--- src/rtl/hilo_unit.sv ---
// HI/LO register unit: hands multiply requests to an external multiplier, captures its result,
// and stalls MFHI/MFLO reads while busy. Optional define HILO_MT_EN adds MTHI/MTLO write ports.
module hilo_unit (
   input  logic        clk,
   input  logic        reset,
   input  logic        op_mult,
   input  logic [31:0] op_a,
   input  logic [31:0] op_b,
   output logic        op_ack,
   output logic        mul_start,
   output logic [31:0] mul_a,
   output logic [31:0] mul_b,
   input  logic [31:0] mul_hi,
   input  logic [31:0] mul_lo,
   input  logic        mul_ready,
   input  logic        rd_hi,
   input  logic        rd_lo,
   output logic [31:0] rd_data,
   output logic [31:0] hi_q,
   output logic [31:0] lo_q,
   output logic        busy,
   output logic        stall,
   output logic        err
`ifdef HILO_MT_EN
   ,
   input  logic        mt_hi,
   input  logic        mt_lo,
   input  logic [31:0] mt_data
`endif
);

   typedef enum logic [1:0] {StIdle, StLaunch, StWait} state_t;

   // Last WAIT count value; the edge leaving it is where the counter reaches 48.
   localparam logic [5:0] CntLast = 6'd47;

   state_t      r_state;
   logic [31:0] r_hi, r_lo, r_a, r_b;
   logic [5:0]  r_cnt;
   logic        r_err, r_start;
   logic        w_accept, w_req;

   assign w_accept = (r_state == StIdle) & op_mult & ~reset;

`ifdef HILO_MT_EN
   assign w_req = rd_hi | rd_lo | mt_hi | mt_lo;
`else
   assign w_req = rd_hi | rd_lo;
`endif

   always_ff @(posedge clk or posedge reset) begin
      if (reset) begin
         r_state <= StIdle;
         r_hi    <= '0;
         r_lo    <= '0;
         r_a     <= '0;
         r_b     <= '0;
         r_cnt   <= '0;
         r_err   <= 1'b0;
         r_start <= 1'b0;
      end else begin
         r_start <= 1'b0;
         unique case (r_state)
            StIdle: begin
               if (op_mult) begin
                  r_a     <= op_a;
                  r_b     <= op_b;
                  r_start <= 1'b1;
                  r_state <= StLaunch;
               end
`ifdef HILO_MT_EN
               else begin
                  if (mt_hi) r_hi <= mt_data;
                  if (mt_lo) r_lo <= mt_data;
               end
`endif
            end
            StLaunch: begin
               r_cnt   <= '0;
               r_state <= StWait;
            end
            StWait: begin
               r_cnt <= r_cnt + 6'd1;
               // A result arriving on the timeout cycle still counts as completion.
               if (mul_ready) begin
                  r_hi    <= mul_hi;
                  r_lo    <= mul_lo;
                  r_state <= StIdle;
               end else if (r_cnt == CntLast) begin
                  r_err   <= 1'b1;
                  r_state <= StIdle;
               end
            end
            default: r_state <= StIdle;
         endcase
      end
   end

   assign op_ack    = w_accept;
   assign mul_start = r_start;
   assign mul_a     = r_a;
   assign mul_b     = r_b;
   assign hi_q      = r_hi;
   assign lo_q      = r_lo;
   assign err       = r_err;
   assign busy      = (r_state == StLaunch) | (r_state == StWait);
   assign stall     = w_req & busy;
   assign rd_data   = rd_hi ? r_hi : (rd_lo ? r_lo : 32'd0);

endmodule

--- config.mk ---
export PLATFORM = sky130hd
export DESIGN_NAME = hilo_unit
export DESIGN_NICKNAME = d
export VERILOG_FILES = /design/src/rtl/hilo_unit.sv
export SDC_FILE = /design/constraint.sdc
export NUM_CORES = 1
export LEC_CHECK = 0
export CAP_MARGIN = 20
export CORE_MARGIN = 2
export CORE_UTILIZATION = 33
export CTS_CLUSTER_DIAMETER = 60
export DETAILED_ROUTE_END_ITERATION = 8
export PLACE_DENSITY_LB_ADDON = 0.15
export SETUP_SLACK_MARGIN = 0.2
export SLEW_MARGIN = 20
export SYNTH_ARGS = -nofsm -noshare
export SYNTH_HDL_FRONTEND = slang
export SYNTH_SLANG_ARGS = --single-unit
--- constraint.sdc ---
create_clock -name clk -period 12.6 [get_ports clk]
set_input_delay 3.15 -clock clk [delete_from_list [all_inputs] [get_ports clk]]
set_output_delay 3.15 -clock clk [all_outputs]
set_load 0.01 [all_outputs]
==> results of run 1 <==
## report_power, final
part	total (W)	switching, W	internal, W	leakage, nW
registers	0.000810	0.000149	0.000661	1.65
clock network	0.000537	0.000185	0.000352	0.309
logic	0.00108	0.000407	0.000676	2.02
## metrics by stage
| stage | std cells | instance area (sq um) | worst slack [ns] | utilization (%) |
|---|---|---|---|---|
| finish | 970 | 9544 | 4.281 | 55.57 |
| global route | 970 | 9544 | 4.141 | 55.57 |
| CTS | 970 | 9544 | 4.244 | 55.57 |
| detailed placement | 938 | 8909 | 4.243 | 51.86 |
| global placement | 938 | 8909 | 4.269 | 51.86 |
| floorplan | 437 | 5772 | 2.998 | - |
## final timing paths
check,slack (ns),depth (start not counted),startpoint,to
worst max-delay path,4.28,5,op_mult,op_ack
worst min-delay path,0.48,1,err,err
worst max register to register,10.49,4,r_state[0],hi_q[19]
worst min register to register,0.48,1,err,err
max in group asynchronous,8.03,3,reset,mul_b[25]
min in group asynchronous,3.24,2,reset,mul_a[13]
## kinds of logic (layout without fill, tap and decap cells)
kind of cell    Yosys count  in the layout  synth area share, %
flops                   138            138                59.83
mux                     129            129                25.15
simple gates             88             88                6.568
compound gates           46             46                4.270
buf+inv                  30            338                2.948
fa+ha+maj                 5              5                1.084
xor+xnor                  1              1               0.1518
## flip-flops by register name, summed over array words and instances (netlist names)
| signal | count |
|---|---|
| err | 1 |
| mul_b | 32 |
| mul_a | 32 |
| lo_q | 32 |
| r_state | 2 |
| r_cnt | 6 |
| mul_start | 1 |
| hi_q | 32 |
## cells in the mapped netlist
library cell    n
a21o_1          2
a21oi_1         1
a31o_2          1
and2_1          2
and3_1          2
buf_2          10
buf_6           6
clkbuf_1        9
dfrtp_1       138
ha_1            5
inv_1           5
mux2_1          6
mux2_2        122
mux2i_1         1
nand2_1        66
nand2_4         1
nand2b_1        2
nand3_1         3
nand4_2         1
nor2_1          5
nor2b_1         4
nor3_1          1
o211ai_1        2
o21ai_0        38
o22ai_1         2
or3_1           1
xor2_1          1
## routing by layer
metal | track usage [%] | share of wire [%] | vias up
met2 | 29.76 | 48 | 219
li1 | - | - | 2101
met1 | 19.96 | 39 | 2136
met5 | 0 | 0 | -
met4 | 6.019 | 1.5 | 0
met3 | 7.420 | 11 | 18
## layout make-up
class	count	share of cell area [%]
flip-flops and latches	138	36.18
repair buffers	301	31.44
multi-input cells	269	22.52
clock buffers	21	4.615
well taps	225	2.950
clock inverters	11	2.045
inverters	5	0.2491
## worst max-delay path, cell delays in order
cell and delay, ns:
clkdlybuf4s50_1 0.48, and2_2 0.14, buf_4 0.63, and2_1 0.22, clkdlybuf4s50_1 0.54
==> flow_summary.yaml, run 1 <==
clock_network:
  cts_root_buf: "clkbuf_16"
  clkTransAtPathRegs_ns: 0.05
  clk_path_buf_depth: 2
  worstSkewPairLatency_ns: 0.41
  cts_num_sinks: 138
  ctsResizeCount: 0
  htreeDepth: 4
  postCtsSetupRepairBufs: 0
  cts_buffers: 17
  cts_tree: "done"
  holdBufCountCts: 0
routing:
  vias_per_cell: 4.612
  ant_nets: 0
  vias: 4474
  drt_iter0_drc: 122
  first_pass_iters: 4
  routed_wl_microns: 16370
  wl_per_cell_microns: 16.87
  drc: 0
sta:
  finalSetupViolCount: 0
  period_share_pct: 66.03
  whs_ns: 0.4793
  worstMarginPinSlew_ns: 1.027
  tns_ns: 0
  fin_crit_ns: 8.319
  maxSlewHeadroom_pct: 31.55
  fmax_ghz: 0.1202
  final-hold-violation-count: 0
  rsz0062_at_grt: "false"
  fin_skew_ns: 0.009186
  slew_viol_final: 0
cells_and_area:
  regArea_sq_mm: 0.003453
  nNetsFinal: 871
  final_cell_mix: "clkdlybuf4s50_1 (297), dfrtp_1 (138), mux2_2 (122)"
  drive_gt1_share_pct: 21.34
  layout_commonest_cell: "clkdlybuf4s50_1"
  multi_input_area_sq_mm: 0.002150
  num_antenna_cells: 0
  nFillCells: 1451
  syn_to_final_growth_pct: 65.36
die:
  start_util_pct: 33.60
  ios: 299
  fp-row-count: 48
  core_area_sq_mm: 0.01718
  dieArea_sq_mm: 0.01856
  fp.dieH_microns: 136.3
  fp.dieW_microns: 136.3
worst_hold_path:
  worstHoldPathType: "reg -> reg"
global_routing:
  grt_pass1_wl_microns: 25030
  grt_remaining_overflow: 0
  grt_usage_pct: 17.58
  antenna_found_initial: 0
  grt_pass1_vias: 4662
  grt_max_degree: 78
synth:
  netlist_instances: 437
  postSynthAreaPerCell_sq_um: 13.21
  synthTopCellsByArea: "dfrtp_1 (60%), mux2_2 (24%), nand2_1 (4.3%)"
  yosysTopAreaCell: "dfrtp_1"
  synth_area_sq_mm: 0.005772
  ys_ff_latch: 138
  syn_nets: 576
  yosys_warnings: 0
  synth_cell_types: 27
  synth_top_area_share_pct: 59.83
  yosysSeqAreaShare_pct: 59.83
power_and_ir_drop:
  power_w: 0.002430
  ir_worst_vdd_v: 0.0001120
  p_per_area_mw_per_mm2: 254.6
  p_leak_nw: 3.985
run_status:
  status: "complete, no violations"
placed_design:
  hpwl_microns: 11810
  portBuffers: 298
  place.gp.congestion: 0.7550
setup_path:
  required_ns: 9.45
  cp_max_fo: 66
  crit_type: "in -> out"
  crit_path_end_kind: "primary output"
  worstSetupStartpointType: "primary input"
  crit_arrival_ns: 5.17
run:
  maxCapViolCount: 0
Power figures use the tool's default switching activity.
==> run 2, diff against run 1 <==
- clock period: 12.6 -> 7.4 ns (I/O delays scaled with it)
==> run 2 against run 1 <==
Against the previous run: clock skew decreased by 0.0022 ns; power grew 67%; via count rose by 0.38%; sequential share of layout area up 0.21 points; global-route usage grew 0.091 points; worst setup slack got worse by 2.6 ns; critical path depth did not move; largest power group unchanged; critical endpoint is now rd_data[17].
==> flow_summary.yaml, run 2 (synthesized netlist as in run 1, its figures left out) <==
setup_path:
  cp_max_fo: 21
  crit_type: "in -> out"
  rr_worst_depth: 4
  crit_path_end_kind: "primary output"
  r2r_end: "hi_q[19]"
  required_ns: 5.55
  reg2reg_from: "r_state[0]"
  crit_arrival_ns: 3.86
  worstSetupStartpointType: "primary input"
  ff2ff_setup_slack_ns: 5.31
clock_network:
  cts_tree: "done"
  cts_num_sinks: 138
  clk_path_buf_depth: 2
  clkTransAtPathRegs_ns: 0.06
  worstSkewPairLatency_ns: 0.41
  cts_buffers: 17
  htreeDepth: 4
  cts_root_buf: "clkbuf_16"
  ctsResizeCount: 0
  postCtsSetupRepairBufs: 0
  holdBufCountCts: 0
die:
  fp-row-count: 48
  fp.dieH_microns: 136.3
  fp.dieW_microns: 136.3
  dieArea_sq_mm: 0.01856
  ios: 299
  start_util_pct: 33.60
  core_area_sq_mm: 0.01718
routing:
  wl_per_cell_microns: 17.02
  ant_nets: 0
  vias_per_cell: 4.635
  first_pass_iters: 4
  vias: 4491
  drc: 0
  drt_iter0_drc: 180
  routed_wl_microns: 16490
placed_design:
  portBuffers: 298
  hpwl_microns: 12050
  place.gp.congestion: 0.7810
power_and_ir_drop:
  seqPwrFrac_pct: 34.3
  cellInternalPower_w: 0.002786
  power_w: 0.004048
  ir_worst_vdd_v: 0.0001960
  p_sw_share_pct: 31.17
  p_comb_share_pct: 45.3
  p_per_area_mw_per_mm2: 426.7
  clkPwrFrac_pct: 20.4
  p_leak_nw: 3.949
  p_sw_w: 0.001262
cells_and_area:
  syn_to_final_growth_pct: 64.38
  num_antenna_cells: 0
  nNetsFinal: 871
  drive_gt1_share_pct: 21.64
  layout_commonest_cell: "clkdlybuf4s50_1"
  final_cell_mix: "clkdlybuf4s50_1 (297), dfrtp_1 (138), mux2_2 (122)"
worst_hold_path:
  hold_end: "err"
  hold_start: "err"
  worstHoldPathType: "reg -> reg"
  hold_depth: 1
sta:
  finalSetupViolCount: 0
  fmax_ghz: 0.1752
  maxSlewHeadroom_pct: 32.95
  rsz0062_at_grt: "false"
  final-hold-violation-count: 0
  worstMarginPinSlew_ns: 1.006
  fin_skew_ns: 0.006996
  slew_viol_final: 0
  tns_ns: 0
  period_share_pct: 77.11
  fin_crit_ns: 5.706
global_routing:
  grt_pass1_wl_microns: 25040
  grt_pass1_vias: 4623
  grt_max_degree: 82
  antenna_found_initial: 0
  grt_usage_pct: 17.67
  grt_remaining_overflow: 0
run:
  maxCapViolCount: 0
run_status:
  status: "complete, no violations"
==> run 2: cell type report <==
cell class / instances / area [sq um]
inverters: 5 / 23.77
clock inverters: 11 / 122.6
flip-flops and latches: 138 / 3453
multi-input cells: 269 / 2150
fillers: 1464 / 7689
repair buffers: 301 / 3000
well taps: 225 / 281.5
clock buffers: 20 / 456.7
==> run 2: power groups by stage <==
stage	registers (W)	logic (W)	clock network [W]
finish	0.00139	0.00183	0.000825
global route	0.00144	0.00196	0.000890
CTS	0.00140	0.00186	0.000852
detailed placement	0.00140	0.00185	0
global placement	0.00139	0.00183	0
floorplan	0.00151	0.000637	0
==> run 2: worst max path at each step <==
| stage | startpoint | to | slack (ns) | cells after the start |
|---|---|---|---|---|
| 2_1_floorplan | reset | op_ack | 0.40 | 2 |
| 3_3_place_gp | rd_lo | rd_data[21] | 1.76 | 5 |
| 6_report | rd_lo | rd_data[17] | 1.69 | 5 |
| 4_1_cts | rd_lo | rd_data[17] | 1.69 | 5 |
| 5_1_grt | rd_lo | rd_data[21] | 1.57 | 5 |
| 3_5_place_dp | rd_lo | rd_data[17] | 1.70 | 5 |
==> run 2: critical path, cell delays in order <==
cell	delay, ns
clkdlybuf4s50_1	0.79
buf_4	0.37
nand2_1	0.08
o21ai_0	0.17
clkdlybuf4s50_1	0.58
==> run 2: per-layer routing <==
layer  global-route usage (%)  vias to the layer above  share of wire, %
met5                        0                        -                 0
met4                    6.539                        0               1.4
met3                    6.861                       17                10
met2                    28.78                      207                48
met1                    21.21                     2169                41
li1                         -                     2098                 -
==> run 2: through the flow <==
| step | cells | cell area, sq um | hold WS [ns] | setup WS (ns) | utilization, % |
|---|---|---|---|---|---|
| floorplan | 437 | 5772 | 0.4949 | 0.3978 | - |
| global placement | 938 | 8909 | 0.4655 | 1.763 | 51.86 |
| detailed placement | 938 | 8909 | 0.4650 | 1.701 | 51.86 |
| CTS | 969 | 9488 | 0.4745 | 1.690 | 55.24 |
| global route | 969 | 9488 | 0.4895 | 1.574 | 55.24 |
| finish | 969 | 9488 | 0.4671 | 1.694 | 55.24 |
